File: config.mk
export PLATFORM = sky130hd
export DESIGN_NAME = uart_tx_arbiter_flat
export DESIGN_NICKNAME = d
export VERILOG_FILES = /design/src/rtl/uart_arb_pkg.sv /design/src/rtl/uart_tx_arbiter_if.sv /design/src/rtl/rr_pick.sv /design/src/rtl/uart_tx_arbiter.sv /design/src/flat_wrapper.sv
export SDC_FILE = /design/constraint.sdc
export NUM_CORES = 1
export LEC_CHECK = 0
export ABC_CLOCK_PERIOD_IN_PS = 3270
export CELL_PAD_IN_SITES_DETAIL_PLACEMENT = 2
export CELL_PAD_IN_SITES_GLOBAL_PLACEMENT = 2
export CORE_ASPECT_RATIO = 0.5
export CORE_MARGIN = 4
export CORE_UTILIZATION = 28
export DETAILED_ROUTE_END_ITERATION = 7
export GPL_TIMING_DRIVEN = 0
export PLACE_DENSITY = 0.94
export SYNTH_ARGS = -nofsm -noshare
export SYNTH_HDL_FRONTEND = slang
export SYNTH_SLANG_ARGS = --single-unit
File: constraint.sdc
create_clock -name CLK -period 3.27 [get_ports CLK]
set_input_delay 0.8175 -clock CLK [delete_from_list [all_inputs] [get_ports CLK]]
set_output_delay 0.8175 -clock CLK [all_outputs]
set_load 0.02 [all_outputs]
File: src/rtl/uart_arb_pkg.sv
// Shared types and constants for the uart_tx_arbiter slice.
// The state encoding is exported so checkers can decode the debug state output.
package uart_arb_pkg;

  localparam int BYTE_W = 8;

  typedef enum logic [1:0] {
    IDLE  = 2'd0,
    SEND  = 2'd1,
    DRAIN = 2'd2
  } state_t;

endpackage

File: src/rtl/uart_tx_arbiter_if.sv
// Bundles the requester and utx-side signals of uart_tx_arbiter.
// The master modport is the application/utx side; slave is the arbiter.
interface uart_tx_arbiter_if #(
  parameter int N   = 4,
  parameter int IDW = $clog2(N)
);
  import uart_arb_pkg::*;

  // Handshakes: req[i] is a level held with req_data byte i until ack[i] pulses
  // (one cycle, byte taken) or the requester withdraws it. Toward utx, send is
  // held until rdy falls (byte accepted), then dropped until rdy rises (idle).
  logic [N-1:0]        req;
  logic [N*BYTE_W-1:0] req_data;
  logic [N-1:0]        ack;
  logic                tx_send;
  logic [BYTE_W-1:0]   tx_data;
  logic                tx_rdy;
  logic                busy;
  logic [IDW-1:0]      owner;
  logic                timeout_err;
  state_t              dbg_state;

  modport master (
    output req, req_data, tx_rdy,
    input  ack, tx_send, tx_data, busy, owner, timeout_err, dbg_state
  );

  modport slave (
    input  req, req_data, tx_rdy,
    output ack, tx_send, tx_data, busy, owner, timeout_err, dbg_state
  );

endinterface

File: src/rtl/rr_pick.sv
// Combinational round-robin picker: first set req bit strictly after ptr,
// wrapping modulo N.
module rr_pick #(
  parameter int N   = 4,
  parameter int IDW = $clog2(N)
) (
  input  logic [N-1:0]   req,
  input  logic [IDW-1:0] ptr,
  output logic           valid,
  output logic [IDW-1:0] idx
);

  logic [IDW-1:0] j;

  // Scan from the farthest candidate inward so the nearest hit is written last.
  always_comb begin
    valid = 1'b0;
    idx   = '0;
    j     = '0;
    for (int k = N; k >= 1; k--) begin
      j = IDW'((int'(ptr) + k) % N);
      if (req[j]) begin
        valid = 1'b1;
        idx   = j;
      end
    end
  end

endmodule

File: src/rtl/uart_tx_arbiter.sv
// Round-robin sharing of one utx byte transmitter among N requesters,
// sequencing the send/rdy handshake with an accept timeout.
module uart_tx_arbiter
  import uart_arb_pkg::*;
#(
  parameter int N              = 4,
  parameter int IDW            = $clog2(N),
  parameter int ACCEPT_TIMEOUT = 1024
) (
  input logic              CLK,
  input logic              reset,
  uart_tx_arbiter_if.slave bus
);

  localparam int CW = (ACCEPT_TIMEOUT > 1) ? $clog2(ACCEPT_TIMEOUT) : 1;

  state_t            state, state_n;
  logic [IDW-1:0]    ptr;
  logic [CW-1:0]     cnt;
  logic [N-1:0]      ack_q;
  logic [BYTE_W-1:0] tx_data_q;
  logic [IDW-1:0]    owner_q;
  logic              terr_q;
  logic              pick_valid;
  logic [IDW-1:0]    pick_idx;
  logic              grant;
  logic              cnt_done;

  rr_pick #(.N(N), .IDW(IDW)) u_pick (
    .req   (bus.req),
    .ptr   (ptr),
    .valid (pick_valid),
    .idx   (pick_idx)
  );

  assign grant    = (state == IDLE) && bus.tx_rdy && pick_valid;
  assign cnt_done = (cnt == CW'(ACCEPT_TIMEOUT - 1));

  always_ff @(posedge CLK or posedge reset) begin
    if (reset) state <= IDLE;
    else       state <= state_n;
  end

  always_comb begin
    state_n = state;
    case (state)
      IDLE:    if (grant) state_n = SEND;
      SEND:    if (!bus.tx_rdy || cnt_done) state_n = DRAIN;
      DRAIN:   if (bus.tx_rdy) state_n = IDLE;
      default: state_n = IDLE;
    endcase
  end

  // Grant-time capture; tx_data and owner only change on IDLE->SEND.
  always_ff @(posedge CLK or posedge reset) begin
    if (reset) begin
      ptr       <= IDW'(N - 1);
      cnt       <= '0;
      ack_q     <= '0;
      tx_data_q <= '0;
      owner_q   <= '0;
      terr_q    <= 1'b0;
    end else begin
      ack_q <= '0;
      if (grant) begin
        ack_q[pick_idx] <= 1'b1;
        tx_data_q       <= bus.req_data[int'(pick_idx)*BYTE_W +: BYTE_W];
        owner_q         <= pick_idx;
        ptr             <= pick_idx;
        cnt             <= '0;
      end else if (state == SEND) begin
        cnt <= cnt + CW'(1);
        // A falling rdy on the last cycle still counts as accepted.
        if (cnt_done && bus.tx_rdy) terr_q <= 1'b1;
      end
    end
  end

  always_comb begin
    bus.tx_send     = (state == SEND);
    bus.busy        = (state != IDLE);
    bus.ack         = ack_q;
    bus.tx_data     = tx_data_q;
    bus.owner       = owner_q;
    bus.timeout_err = terr_q;
    bus.dbg_state   = state;
  end

endmodule

File: src/flat_wrapper.sv
// flat-port wrapper written by rule: the top's interface ports become plain ports
module uart_tx_arbiter_flat import uart_arb_pkg::*;
#(
  parameter int N              = 4,
  parameter int IDW            = $clog2(N),
  parameter int ACCEPT_TIMEOUT = 1024
)
  (CLK, reset, bus_req, bus_req_data, bus_tx_rdy, bus_ack, bus_tx_send, bus_tx_data, bus_busy, bus_owner, bus_timeout_err, bus_dbg_state);
  uart_tx_arbiter_if #(.N(N), .IDW(IDW)) bus_i ();
  input logic CLK;
  input logic reset;
  input wire logic [$bits(bus_i.req)-1:0] bus_req;
  input wire logic [$bits(bus_i.req_data)-1:0] bus_req_data;
  input wire logic [$bits(bus_i.tx_rdy)-1:0] bus_tx_rdy;
  output wire logic [$bits(bus_i.ack)-1:0] bus_ack;
  output wire logic [$bits(bus_i.tx_send)-1:0] bus_tx_send;
  output wire logic [$bits(bus_i.tx_data)-1:0] bus_tx_data;
  output wire logic [$bits(bus_i.busy)-1:0] bus_busy;
  output wire logic [$bits(bus_i.owner)-1:0] bus_owner;
  output wire logic [$bits(bus_i.timeout_err)-1:0] bus_timeout_err;
  output wire logic [$bits(bus_i.dbg_state)-1:0] bus_dbg_state;
  assign bus_i.req = bus_req;
  assign bus_i.req_data = bus_req_data;
  assign bus_i.tx_rdy = bus_tx_rdy;
  assign bus_ack = bus_i.ack;
  assign bus_tx_send = bus_i.tx_send;
  assign bus_tx_data = bus_i.tx_data;
  assign bus_busy = bus_i.busy;
  assign bus_owner = bus_i.owner;
  assign bus_timeout_err = bus_i.timeout_err;
  assign bus_dbg_state = bus_i.dbg_state;
  uart_tx_arbiter #(.N(N), .IDW(IDW), .ACCEPT_TIMEOUT(ACCEPT_TIMEOUT)) u_core (.CLK(CLK), .reset(reset), .bus(bus_i));
endmodule
==> impl_metrics.toml <==
[die]
num_io_pins = 58
die_h_um = 61.8
initial_core_util_pct = 29.2
dieWidth_um = 116
core_um2 = 5540
fp.dieArea_um2 = 7140
fp-row-count = 19

[setup_path]
worst_ep_required_time_ns = 3.37
crit_chain = "clkdlybuf4s50_1, or2_1, a311oi_2, nand2_2, buf_4, a211oi_2, a211oi_1"
reg2reg_slack_ns = 1.09
max_stage_delay_ns = 0.51
crit_buf_inv = 2
crit_type = "input port to flop"
crit_path_end_kind = "flop"
cp_top_family = "compound AO/OA/AOI/OAI gates"
cp_max_fo = 10
worstRegToRegCells = 5
critPathArrivalTime_ns = 2.93
crit_slowest_cell = "clkdlybuf4s50_1"
r2r_start = "u_core.bus.dbg_state[0]"
cp-start-kind = "input port"
timing.rr.end = "u_core.bus.tx_data[2]"

[synth]
syn-num-nets = 205
ys_ff_latch = 29
netlist_area_um2 = 1620
synth_top_area_share_pct = 41.7
synthFlopType = "dfrtp_1"
synthTopCellsByArea = "dfrtp_1, a211oi_2, nor2_1"
synth_edf_count = 0
ys_types = 39
async_flop_share_pct = 100
ys_seq_area_share_pct = 45.0
yosys.area.top_type = "dfrtp_1"
synth_cells = 165
synth_warnings = 0
synth_area_per_cell_um2 = 9.81

[power_and_ir_drop]
power.density_nw_per_um2 = 856
total_power_mw = 2.10
leakagePower_nw = 1.02
vdd_drop_max_uv = 254

[global_route]
grt_antenna_before_repair = 0
grt_pass1_wl_um = 10400
grt_max_degree = 30
overflow = 0
grt_pass1_vias = 1844
track_usage_pct = 19.8

[routing]
antenna_left = 0
viasPerCell = 5.15
drt_iter0_markers = 67
drc = 0
wl_um = 6600
dr.pass1.iters = 4
dr_total_vias = 1559
wl_per_cell_um = 21.8

[clock_network]
tritoncts = "yes"
clk_latency_ns = 0.28
post-cts-setup-buffers = 0
cts_htree_levels = 2
clock_path_buffers = 2
postCtsHoldBufs = 0
cts_root_buffer = "clkbuf_16"
cts.sinks = 29
cts_inserted_buffers = 5
clkTransAtPathRegs_ns = 0.05
post_cts_resized = 0

[finish]
utilization_pct = 44.3
finalNetCount = 269
areaGrowthSynthToFinish_pct = 51.5
num_antenna_cells = 0
nFillCells = 580
drive_above_1_share_pct = 13.0

[min_path]
hold_class = "flop to flop"
hold_start = "u_core.bus.timeout_err"
hold_end = "u_core.bus.timeout_err"
whs_path_depth = 1

[timing]
final-max-slew-violation-count = 0
skew_ns = 0.00495
period_needed_ns = 2.83
hold_ws_ns = 0.491
max_freq_mhz = 353
maxSlewHeadroom_pct = 21.5
rsz0062_at_grt = "false"
hold_viol_final = 0
min_period_over_period_pct = 86.7
finalSetupViolations = 0
worstMarginPinSlew_ns = 1.18
tns_ns = 0

[job]
maxCapViolCount = 0

[run_status]
status = "finished clean"

[place]
gp_congestion = 0.742
portBuffers = 57
dp_hpwl_um = 4640
flip-flops by register name, summed over array words and instances (netlist names):
name	flops
u_core.cnt	10
u_core.bus.tx_data	8
u_core.bus.ack	4
u_core.bus.dbg_state	2
u_core.bus.owner	2
u_core.ptr	2
u_core.bus.timeout_err	1
Yosys cell counts (4+ instances only):
cell type and count:
dfrtp_1 27, nor2_1 24, inv_1 13, nand2_1 13, a211oi_1 8, a211oi_2 8
a31oi_1 8, mux2i_1 8, nor3_1 5, o21ai_0 5, xor2_1 4
report_power, final:
group	switching, mW	total (mW)	internal (mW)
logic	0.558	0.971	0.414
registers	0.103	0.585	0.482
clock network	0.164	0.544	0.380
total	0.825	2.10	1.28
through the flow:
| step | area [um^2] | instances | setup slack, ns |
|---|---|---|---|
| 3_5_place_dp | 2280 | 295 | 0.344 |
| 6_report | 2450 | 303 | 0.437 |
| 5_1_grt | 2450 | 303 | 0.359 |
| 3_3_place_gp | 2280 | 295 | 0.484 |
| 2_1_floorplan | 1620 | 165 | 1.15 |
| 4_1_cts | 2450 | 303 | 0.445 |
kinds of logic after synthesis:
| logic type | share of synthesized area (%) |
|---|---|
| compound gates | 20.9 |
| xor+xnor | 3.79 |
| fa+ha+maj | 0.773 |
| buf+inv | 7.50 |
| flops | 45.0 |
| mux | 4.95 |
| simple gates | 17.2 |
layout by cell type (no fill, tap or decap), types with 4 or more instances in the layout:
master            n
xor2_1            4
o21ai_0           5
inv_1            13
nand2_1          13
a211oi_2          8
dfrtp_1          27
clkbuf_16         5
mux2i_1           8
a31oi_1           8
clkdlybuf4s50_1  57
a211oi_1          8
nor3_1            5
nor2_1           24
how the worst max path moves through the flow:
stage / cells after the start / startpoint / slack (ns) / to
6_report: 7 / bus_req[1] / 0.44 / u_core.bus.tx_data[2]
5_1_grt: 7 / bus_req[1] / 0.36 / u_core.bus.tx_data[2]
4_1_cts: 6 / bus_req[1] / 0.45 / u_core.bus.tx_data[2]
3_5_place_dp: 7 / bus_req[1] / 0.34 / u_core.bus.tx_data[2]
3_3_place_gp: 7 / bus_req[1] / 0.48 / u_core.bus.tx_data[5]
2_1_floorplan: 6 / bus_req[0] / 1.15 / u_core.bus.tx_data[2]
per-layer routing:
layer | vias up | GRT usage, % | routed length, um
met5 | - | 0 | 0
met4 | 0 | 10.7 | 212
met3 | 16 | 3.29 | 169
met2 | 37 | 36.7 | 3450
met1 | 801 | 22.8 | 2770
li1 | 705 | - | -
cell type report:
| class | instances | area [um^2] | share of cell area, % |
|---|---|---|---|
| Timing Repair Buffer | 57 | 571 | 23.3 |
| Inverter | 14 | 52.6 | 2.14 |
| Clock buffer | 7 | 143 | 5.81 |
| Buffer | 7 | 68.8 | 2.80 |
| Clock inverter | 1 | 30.0 | 1.22 |
| Sequential cell | 29 | 728 | 29.7 |
| Multi-Input combinational cell | 115 | 769 | 31.4 |
| Tap cell | 73 | 91.3 | 3.72 |
No activity file was read; power rests on OpenSTA's default activity.
